File: config.mk
export PLATFORM = sky130hd
export DESIGN_NAME = fifo_byte_packer_flat
export DESIGN_NICKNAME = d
export VERILOG_FILES = /design/src/rtl/fifo_byte_packer_pkg.sv /design/src/rtl/fifo_byte_packer_if.sv /design/src/rtl/fifo_byte_packer_slot.sv /design/src/rtl/fifo_byte_packer.sv /design/src/flat_wrapper.sv
export SDC_FILE = /design/constraint.sdc
export NUM_CORES = 1
export LEC_CHECK = 0
export CAP_MARGIN = 20
export CORE_ASPECT_RATIO = 1.5
export CORE_MARGIN = 3
export CORE_UTILIZATION = 50
export DETAILED_ROUTE_END_ITERATION = 10
export GPL_TIMING_DRIVEN = 0
export PLACE_DENSITY = 0.75
export SYNTH_ARGS = -nofsm -noshare
export SYNTH_HDL_FRONTEND = slang
export SYNTH_SLANG_ARGS = --single-unit
File: constraint.sdc
create_clock -name rclk -period 3.2 [get_ports rclk]
set_clock_uncertainty 0.2 [all_clocks]
set_input_delay 0.64 -clock rclk [delete_from_list [all_inputs] [get_ports rclk]]
set_output_delay 0.64 -clock rclk [all_outputs]
set_load 0.02 [all_outputs]
File: src/rtl/fifo_byte_packer_pkg.sv
`default_nettype none
// +----------------------------------------------------------------------+
// | Package : fifo_pack_pkg                                              |
// | Shared constants and state encoding for the FIFO byte packer.        |
// | Revision: 1.0                                                        |
// +----------------------------------------------------------------------+
package fifo_pack_pkg;

  localparam int BYTE_W             = 8;
  localparam int DEF_BYTES_PER_WORD = 4;
  localparam int OUT_BYTES_W        = 3;

  typedef enum logic [0:0] {
    S_FILL  = 1'b0,
    S_FLUSH = 1'b1
  } state_e;

endpackage
`default_nettype wire

File: src/rtl/fifo_byte_packer_if.sv
`default_nettype none
// +----------------------------------------------------------------------+
// | Interface : fifo_byte_packer_if                                      |
// | FIFO read side plus packed-word output stream of the byte packer.    |
// | Revision  : 1.0                                                      |
// +----------------------------------------------------------------------+
interface fifo_byte_packer_if
  import fifo_pack_pkg::*;
#(
  parameter int BYTES_PER_WORD = DEF_BYTES_PER_WORD,
  parameter int CNT_W          = 16
);

  logic [BYTE_W-1:0]                rdata;
  logic                             rempty;
  logic                             rinc;
  logic                             flush;
  logic [BYTE_W*BYTES_PER_WORD-1:0] out_data;
  logic                             out_valid;
  logic                             out_ready;
  logic [OUT_BYTES_W-1:0]           out_bytes;
  logic [CNT_W-1:0]                 word_count;

  // Packer side: pops the FIFO and sources the word stream.
  modport master (
    input  rdata, rempty, flush, out_ready,
    output rinc, out_data, out_valid, out_bytes, word_count
  );

  // Environment side: FIFO, flush requester and word consumer.
  modport slave (
    output rdata, rempty, flush, out_ready,
    input  rinc, out_data, out_valid, out_bytes, word_count
  );

endinterface
`default_nettype wire

File: src/rtl/fifo_byte_packer_slot.sv
`default_nettype none
// +----------------------------------------------------------------------+
// | Module  : pack_out_slot                                              |
// | Single-entry output register with valid/ready hold behaviour.        |
// | Revision: 1.0                                                        |
// +----------------------------------------------------------------------+
module pack_out_slot
  import fifo_pack_pkg::*;
#(
  parameter int WORD_W = 32
) (
  input  wire logic                   clk,
  input  wire logic                   rst,
  input  wire logic                   load_i,
  input  wire logic [WORD_W-1:0]      load_data_i,
  input  wire logic [OUT_BYTES_W-1:0] load_bytes_i,
  input  wire logic                   ready_i,
  output logic [WORD_W-1:0]           data_o,
  output logic [OUT_BYTES_W-1:0]      bytes_o,
  output logic                        valid_o,
  output logic                        slot_free_o
);

  logic [WORD_W-1:0]      data_q;
  logic [OUT_BYTES_W-1:0] bytes_q;
  logic                   valid_q;

  // Load has priority over accept so a same-edge accept+load keeps valid high.
  always_ff @(posedge clk) begin
    if (rst) begin
      valid_q <= 1'b0;
      data_q  <= '0;
      bytes_q <= '0;
    end else if (load_i) begin
      valid_q <= 1'b1;
      data_q  <= load_data_i;
      bytes_q <= load_bytes_i;
    end else if (ready_i) begin
      valid_q <= 1'b0;
    end
  end

  assign data_o      = data_q;
  assign bytes_o     = bytes_q;
  assign valid_o     = valid_q;
  assign slot_free_o = !valid_q || ready_i;

endmodule
`default_nettype wire

File: src/rtl/fifo_byte_packer.sv
`default_nettype none
// +----------------------------------------------------------------------+
// | Module  : fifo_byte_packer                                           |
// | Packs bytes from a show-ahead FIFO into little-endian words, with    |
// | flush of partial words and a wrapping emitted-word counter.          |
// | Revision: 1.0                                                        |
// +----------------------------------------------------------------------+
module fifo_byte_packer
  import fifo_pack_pkg::*;
#(
  parameter int BYTES_PER_WORD = DEF_BYTES_PER_WORD,
  parameter int CNT_W          = 16
) (
  input wire logic           rclk,
  input wire logic           rrst,
  fifo_byte_packer_if.master bus
);

  localparam int                WORD_W   = BYTE_W * BYTES_PER_WORD;
  localparam int                IDX_W    = $clog2(BYTES_PER_WORD + 1);
  localparam logic [IDX_W-1:0]  LAST_IDX = IDX_W'(BYTES_PER_WORD - 1);

  state_e                 state_q, state_d;
  logic [IDX_W-1:0]       fill_q, fill_d;
  logic [WORD_W-1:0]      acc_q, acc_d;
  logic [CNT_W-1:0]       cnt_q, cnt_d;

  logic                   w_slot_free;
  logic                   w_pop;
  logic                   w_last_pop;
  logic                   w_flush_load;
  logic                   w_load;
  logic [WORD_W-1:0]      w_load_data;
  logic [OUT_BYTES_W-1:0] w_load_bytes;

  // The last byte of a word may only be popped when the slot can take the word.
  assign w_pop        = !bus.rempty && !rrst && (state_q == S_FILL) &&
                        ((fill_q < LAST_IDX) || w_slot_free);
  assign w_last_pop   = w_pop && (fill_q == LAST_IDX);
  assign w_flush_load = (state_q == S_FLUSH) && w_slot_free && (fill_q != '0);
  assign w_load       = w_last_pop || w_flush_load;

  assign bus.rinc       = w_pop;
  assign bus.word_count = cnt_q;

  // Merge the head byte into the accumulator and build the word to load.
  always_comb begin
    acc_d        = acc_q;
    fill_d       = fill_q;
    cnt_d        = cnt_q;
    w_load_data  = acc_q;
    w_load_bytes = OUT_BYTES_W'(fill_q);
    if (w_pop) begin
      w_load_data[int'(fill_q)*BYTE_W +: BYTE_W] = bus.rdata;
    end
    if (w_last_pop) begin
      w_load_bytes = OUT_BYTES_W'(BYTES_PER_WORD);
    end
    if (w_load) begin
      // Clearing the accumulator keeps unused upper bytes of partial words zero.
      acc_d  = '0;
      fill_d = '0;
      cnt_d  = cnt_q + CNT_W'(1);
    end else if (w_pop) begin
      acc_d  = w_load_data;
      fill_d = fill_q + IDX_W'(1);
    end
  end

  // Next-state logic: flush parks the packer until the partial word is out.
  always_comb begin
    state_d = state_q;
    case (state_q)
      S_FILL:  if (bus.flush) state_d = S_FLUSH;
      S_FLUSH: if ((fill_q == '0) || w_slot_free) state_d = S_FILL;
      default: state_d = S_FILL;
    endcase
  end

  // State, accumulator, fill index and word counter registers.
  always_ff @(posedge rclk) begin
    if (rrst) begin
      state_q <= S_FILL;
      fill_q  <= '0;
      acc_q   <= '0;
      cnt_q   <= '0;
    end else begin
      state_q <= state_d;
      fill_q  <= fill_d;
      acc_q   <= acc_d;
      cnt_q   <= cnt_d;
    end
  end

  pack_out_slot #(
    .WORD_W (WORD_W)
  ) u_slot (
    .clk          (rclk),
    .rst          (rrst),
    .load_i       (w_load),
    .load_data_i  (w_load_data),
    .load_bytes_i (w_load_bytes),
    .ready_i      (bus.out_ready),
    .data_o       (bus.out_data),
    .bytes_o      (bus.out_bytes),
    .valid_o      (bus.out_valid),
    .slot_free_o  (w_slot_free)
  );

endmodule
`default_nettype wire
File: src/flat_wrapper.sv
// flat-port wrapper written by rule: the top's interface ports become plain ports
module fifo_byte_packer_flat import fifo_pack_pkg::*;
#(
  parameter int BYTES_PER_WORD = DEF_BYTES_PER_WORD,
  parameter int CNT_W          = 16
)
  (rclk, rrst, bus_rdata, bus_rempty, bus_flush, bus_out_ready, bus_rinc, bus_out_data, bus_out_valid, bus_out_bytes, bus_word_count);
  fifo_byte_packer_if #(.BYTES_PER_WORD(BYTES_PER_WORD), .CNT_W(CNT_W)) bus_i ();
  input wire logic rclk;
  input wire logic rrst;
  input wire logic [$bits(bus_i.rdata)-1:0] bus_rdata;
  input wire logic [$bits(bus_i.rempty)-1:0] bus_rempty;
  input wire logic [$bits(bus_i.flush)-1:0] bus_flush;
  input wire logic [$bits(bus_i.out_ready)-1:0] bus_out_ready;
  output wire logic [$bits(bus_i.rinc)-1:0] bus_rinc;
  output wire logic [$bits(bus_i.out_data)-1:0] bus_out_data;
  output wire logic [$bits(bus_i.out_valid)-1:0] bus_out_valid;
  output wire logic [$bits(bus_i.out_bytes)-1:0] bus_out_bytes;
  output wire logic [$bits(bus_i.word_count)-1:0] bus_word_count;
  assign bus_i.rdata = bus_rdata;
  assign bus_i.rempty = bus_rempty;
  assign bus_i.flush = bus_flush;
  assign bus_i.out_ready = bus_out_ready;
  assign bus_rinc = bus_i.rinc;
  assign bus_out_data = bus_i.out_data;
  assign bus_out_valid = bus_i.out_valid;
  assign bus_out_bytes = bus_i.out_bytes;
  assign bus_word_count = bus_i.word_count;
  fifo_byte_packer #(.BYTES_PER_WORD(BYTES_PER_WORD), .CNT_W(CNT_W)) u_core (.rclk(rclk), .rrst(rrst), .bus(bus_i));
endmodule
# Word level (Yosys, flattened, before mapping)
# Cells that the tools add are included.
# totals
reg_bits,88
out_inout_bits,53
# classes
add_sub_neg,3
magnitude_cmp,1
eq_ne,1
shift,2
muxes,8
bitwise,1
n_reduce_logical,17
# op_table
cell,count
$neg A6 Y33,1
$shift A8 B33 Y32 const A,1
$shiftx A8 B33 Y32,1
$bwmux W32,1
$mux W32,1
$add A16 B1 Y16 const B,1
$logic_and A1 B1 Y1,6
$logic_or A1 B1 Y1,4
$mux W1,4
$add A3 B1 Y3 const B,1
$eq A3 B2 Y1 const B,1
$logic_not A1 Y1,3
$logic_not A3 Y1,1
$lt A3 B2 Y1 const B,1
$mux W3,1
$reduce_bool A3 Y1,1
$pmux W1 S2,1
$reduce_bool A2 Y1,1
$reduce_or A2 Y1,1
$not A1 Y1,1

# Longest topological paths before layout
# Gate-level depths: netlist of run 1.
# logic_depth
ltp_word,7
mapped_depth,9
depth_no_buf,7

# Modules after synthesis
# A second synthesis of run 1 with hierarchy kept.
# unflattened
cells_unflattened,453
hier_area_um2,4068.9
# by_module_without_submodules
mod,instances,cells_each,area_per_inst_um2,seq_area_each_um2
fifo_byte_packer,1,336,2762.6,1041.0
pack_out_slot,1,117,1306.3,720.7

# Worst setup path before layout of run 1
# OpenSTA, ideal clock, no wires.
# synth_timing
path_kind,register -> register
from,reg u_core.fill_q[0]
to,"reg u_core.cnt_q[15], in the netlist u_core.bus.word_count[15]"
t_arrival_ns,2.105
required_ns,2.879
path_slack_ns,0.774
path_stages_with_launch,8
synth_period_minus_slack_ns,2.426
path_cell_list,dfxtp_1 buf_2 inv_1 ha_1 ha_1 or4b_1 a211oi_1 mux2_2
# synth_via
elab_chain_len,5
# synth_rtl
element,line_no,text
from (decl),fifo_byte_packer.sv:24,"logic [IDX_W-1:0] fill_q, fill_d;"
from (signal assigned),fifo_byte_packer.sv:89,fill_q <= fill_d;
$lt A3 B2 Y1,fifo_byte_packer.sv:38,((fill_q < LAST_IDX) || w_slot_free);
$logic_or A1 B1 Y1,fifo_byte_packer.sv:38,
$logic_and A1 B1 Y1,fifo_byte_packer.sv:37,assign w_pop = !bus.rempty && !rrst && (state_q == S_FILL) &&
$logic_and A1 B1 Y1,fifo_byte_packer.sv:39,assign w_last_pop = w_pop && (fill_q == LAST_IDX);
$logic_or A1 B1 Y1 (*),fifo_byte_packer.sv:41,assign w_load = w_last_pop || w_flush_load;
to (signal assigned),fifo_byte_packer.sv:91,cnt_q <= cnt_d;
to (decl),fifo_byte_packer.sv:26,"logic [CNT_W-1:0] cnt_q, cnt_d;"
# Mark *: on every way between the ends. The rest lies on a longest branch, timed or not.
# A chain may end at the register's enable or synchronous reset.

# Final worst setup path of run 1
# layout_timing
from,reg u_core.fill_q[0]
to,"reg u_core.cnt_q[10], in the netlist u_core.bus.word_count[10]"
# Same word-level chain as after synthesis.

==> parameters.txt, run 1 <==
Parameter                              Value

Setup path
  CP Cell Sequence    buf_2 > inv_1 > ha_1 > ha_1 > nand3b_1 > a2111oi_0 > mux2_2
  Endpoint of the most critical register-to-register path    u_core.bus.word_count[10]
  CP Max Fanout    9
  Worst r2r path cells    7
  Critical Path AT    around 2900 ps
  Nature of the critical path endpoint    register
  Critical Path Max Stage Delay    660 ps
  Worst reg2reg setup slack    380 ps
  R2R Path Start    u_core.fill_q[0]
  Crit path max-delay cell type    sky130_fd_sc_hd__a2111oi_0
  Cell type with the highest occurrence count on the critical path    sky130_fd_sc_hd__ha_1
  Setup CP Type    register to register
  Data required time at the worst endpoint    3250 ps
  End of the critical path    u_core.bus.word_count[10]
  Beginning of the critical path    u_core.fill_q[0]
  Startpoint type of the worst setup path    register

Logic synthesis
  Post-synth ARST share    0%
  Post-synthesis share of cell area spent on xor and xnor gates    0%
  Multiplexer fraction of the synthesized cell area    14.87%
  Count of yosys warnings during synthesis    0
  Mean area per synthesized cell    between 10 and 15 sq um
  Unique masters post-synth    38
  Fraction of the mapped netlist area in simple logic gates    13.25%
  Adder-cell share of the synthesized area    under 10%
  Seq cells post-synth    ~90
  Largest family of logic cells by synthesized area    compound AO/OA/AOI/OAI gates
  Compound-Gate Fraction of Synth Area    16.00%
  Proportion of synthesized chip area in sequential cells    49.74%
  Post-synth top flop    sky130_fd_sc_hd__dfxtp_1
  Post-synth EDFFs    0
  Post-synthesis instance area    3542 sq um
  Mapped Nets    352
  Gate count after technology mapping    333

Global routing
  Total congestion overflow after global routing    0
  Global Route Usage Sum    21.08%
  First-pass GRT wire length    12900 microns
  Maximum number of pins on one net before global-route repair    14
  Via count of the first global-routing pass    approximately 2600
  Routing usage on met1    25.01%
  Met3 demand-to-capacity share in global routing    5.627%
  Number of antenna violations at the first check in global routing    0
  Routing layer with the top usage in global route    met2
  GR Util met2    35.16%

Cells and area
  Post-route core utilization    65.05%
  Multi-input logic area    1638 sq um
  Most common cell after layout, fill and taps aside    sky130_fd_sc_hd__dfxtp_1
  Post-synthesis to final-layout area growth    25.82%
  N_diodes    0
  Area occupied by registers    between 1500 and 2000 sq um
  Fill cells    593
  Top library cells by usage in the layout, fill and taps aside    sky130_fd_sc_hd__dfxtp_1, sky130_fd_sc_hd__clkdlybuf4s50_1, sky130_fd_sc_hd__nor2_1, sky130_fd_sc_hd__mux2i_1, sky130_fd_sc_hd__o2bb2ai_1
  Share of post-route cells with drive strength above 1    11.59%
  Final net count    around 430

Timing
  Worst Max-Slew Pin Slew    663.3 ps
  Min Tclk post-route    between 2000 and 3000 ps
  Final setup violation count    0
  Final-report max-slew violation count    0
  Setup repair after global routing missed its margin    no
  Final count of hold timing violations    0
  Post-route fraction of the period consumed by the critical path    88.08%
  Highest achievable clock rate    354.8 MHz
  Worst slew margin relative to its limit    55.78%

Drt
  Overall routed net length    between 7000 and 8000 microns
  Initial detailed-routing violation count    66
  Total DRC errors in the routed layout    0
  WL/cell    approximately 16 microns
  Vias per cell    5.496
  Number of antenna-violating nets in the routed design    0
  Number of vias after detailed routing    2704
  Detailed Routing Iterations Pass 1    4

Floorplan
  Horiz. Die Dim    about 75 microns
  Die area    between 8000 and 9000 sq um
  Initial Utilization    51.70%
  Core region area    6852 sq um
  Number of core rows    37
  Die height    109.1 microns
  Number of top-level pins    66

Place
  Post-detailed-placement half-perimeter wirelength    5783 microns
  Number of buffer cells added on primary ports    64
  Routability congestion estimate from global placement    0.8656

Min path
  Classification of the worst-slack hold path    register to register
  Min-Delay Path Depth    1

Clock tree
  Max Buffers Root-to-Sink    2
  H-tree Lvls    3
  TritonCTS sink count    88
  CTS clock-pin slew for the worst setup and hold paths    80 ps
  Number of buffers added by the clock tree synthesis step    9
  CTS tree    yes
  Root buffer cell    sky130_fd_sc_hd__clkbuf_8
  CTS Hold Buffers Added    0
  Latest clock arrival within the worst-skew pair    350 ps

Flow run
  Max capacitance violation total    0

Power
  Reported leakage power    1.754 nW
  Tot Pwr    1.920 mW
  Worst IR drop on VDD    361.8 uV
  Power density over the cells    430.8 nW/um^2

Status
  Status    complete, no violations
## final cells by class
class / instances / share of cell area, %
inverters: 9 / 0.7580
well taps: 78 / 2.190
plain buffers: 21 / 2.442
clock buffers: 13 / 3.341
clock inverters: 3 / 0.3930
flip-flops and latches: 88 / 39.53
repair buffers: 65 / 14.60
multi-input cells: 215 / 36.75
## Yosys cell counts, types with 2 or more instances
master                      instances  area [sq um]
sky130_fd_sc_hd__a2111oi_0          4         35.03
sky130_fd_sc_hd__a2111oi_4          2         55.05
sky130_fd_sc_hd__a211oi_1           4         30.03
sky130_fd_sc_hd__a21oi_1            7         35.03
sky130_fd_sc_hd__and3b_1            2         17.52
sky130_fd_sc_hd__and4_1             3         26.28
sky130_fd_sc_hd__buf_2             12         60.06
sky130_fd_sc_hd__buf_4              2         15.01
sky130_fd_sc_hd__clkbuf_1           6         22.52
sky130_fd_sc_hd__dfxtp_1           88          1762
sky130_fd_sc_hd__ha_1               6         75.07
sky130_fd_sc_hd__inv_1              9         33.78
sky130_fd_sc_hd__mux2_1             2         22.52
sky130_fd_sc_hd__mux2_2            11         123.9
sky130_fd_sc_hd__mux2i_1           38         380.4
sky130_fd_sc_hd__nand2_1            5         18.77
sky130_fd_sc_hd__nand2b_1           2         12.51
sky130_fd_sc_hd__nand3_1            7         35.03
sky130_fd_sc_hd__nand3b_1           2         15.01
sky130_fd_sc_hd__nor2_1            57         214.0
sky130_fd_sc_hd__nor2b_1           12         75.07
sky130_fd_sc_hd__o2111ai_2          2         30.03
sky130_fd_sc_hd__o21a_1             3         22.52
sky130_fd_sc_hd__o2bb2ai_1         33         289.0
## registers in the layout (all words and copies together), names as in the netlist
register	count
u_core.acc_q	32
u_core.u_slot.valid_o	1
u_core.fill_q	3
u_core.u_slot.data_o	32
u_core.u_slot.bytes_o	3
u_core.bus.word_count	16
u_core.state_q	1
## cells by family after synthesis
family	after synthesis
mux	51
fa+ha+maj	6
simple gates	96
flops	88
buf+inv	30
compound gates	62
## through the flow
stage / setup WS, ps / TNS [ps] / hold slack (ps) / cells / area [sq um]
3_3_place_gp: -77.29 / -77.29 / 245.1 / 475 / 4280
4_1_cts: 56.71 / 0 / 270.9 / 492 / 4454
6_report: 381.6 / 0 / 268.0 / 492 / 4457
2_1_floorplan: 774.3 / 0 / 255.8 / 333 / 3542
3_5_place_dp: -86.46 / -86.46 / 245.4 / 475 / 4280
5_1_grt: 198.5 / 0 / 282.4 / 492 / 4457
## power by group
group	total [mW]	leakage, nW	internal (mW)	switching, mW
Sequential	1.11	0.709	1.10	0.00685
Clock	0.673	0.0834	0.302	0.371
Combinational	0.137	0.961	0.0532	0.0840
Total	1.92	1.75	1.46	0.462
## layer usage
layer	wire (microns)	up-vias	part of all wire, %
met1	3339	1281	42
met2	4091	72	52
met4	129	0	1.6
met3	367	14	4.6
li1	-	1337	-
met5	0	-	0
## worst min-delay path by stage
stage / startpoint / endpoint / slack, ps
floorplan: u_core.acc_q[16] / u_core.acc_q[16] / 260
global placement: u_core.u_slot.data_o[0] / u_core.u_slot.data_o[0] / 250
detailed placement: u_core.u_slot.data_o[9] / u_core.u_slot.data_o[9] / 250
CTS: u_core.u_slot.data_o[12] / u_core.u_slot.data_o[12] / 270
global route: u_core.u_slot.data_o[12] / u_core.u_slot.data_o[12] / 280
finish: u_core.u_slot.data_o[12] / u_core.u_slot.data_o[12] / 270
## critical path: cells and delay by family, from the launching register on
kind	cells	cell delay (ps)
compound gates	1	660
fa+ha+maj	2	460
mux	1	400
simple gates	1	370
flops	1	330
buf+inv	2	290
## timing repair
action                                 CTS  global route
endpoints found under the hold margin    0             0
gates cloned                             0             0
pin swaps                                1             0
setup endpoints to repair                1             1
buffers inserted                         1             0
resized for setup                        0             1
Note: power is estimated with default switching activity, not from simulation.
==> inputs of run 2 (changes only) <==
--- a/config.mk
+++ b/config.mk
@@ -11,7 +11,9 @@
 export CORE_UTILIZATION = 50
 export DETAILED_ROUTE_END_ITERATION = 10
 export GPL_TIMING_DRIVEN = 0
+export HOLD_SLACK_MARGIN = 0.05
 export PLACE_DENSITY = 0.75
 export SYNTH_ARGS = -nofsm -noshare
 export SYNTH_HDL_FRONTEND = slang
 export SYNTH_SLANG_ARGS = --single-unit
+export TNS_END_PERCENT = 10
==> results of run 2 <==
The final DEF is identical to that of run 1; final timing and power are the same.
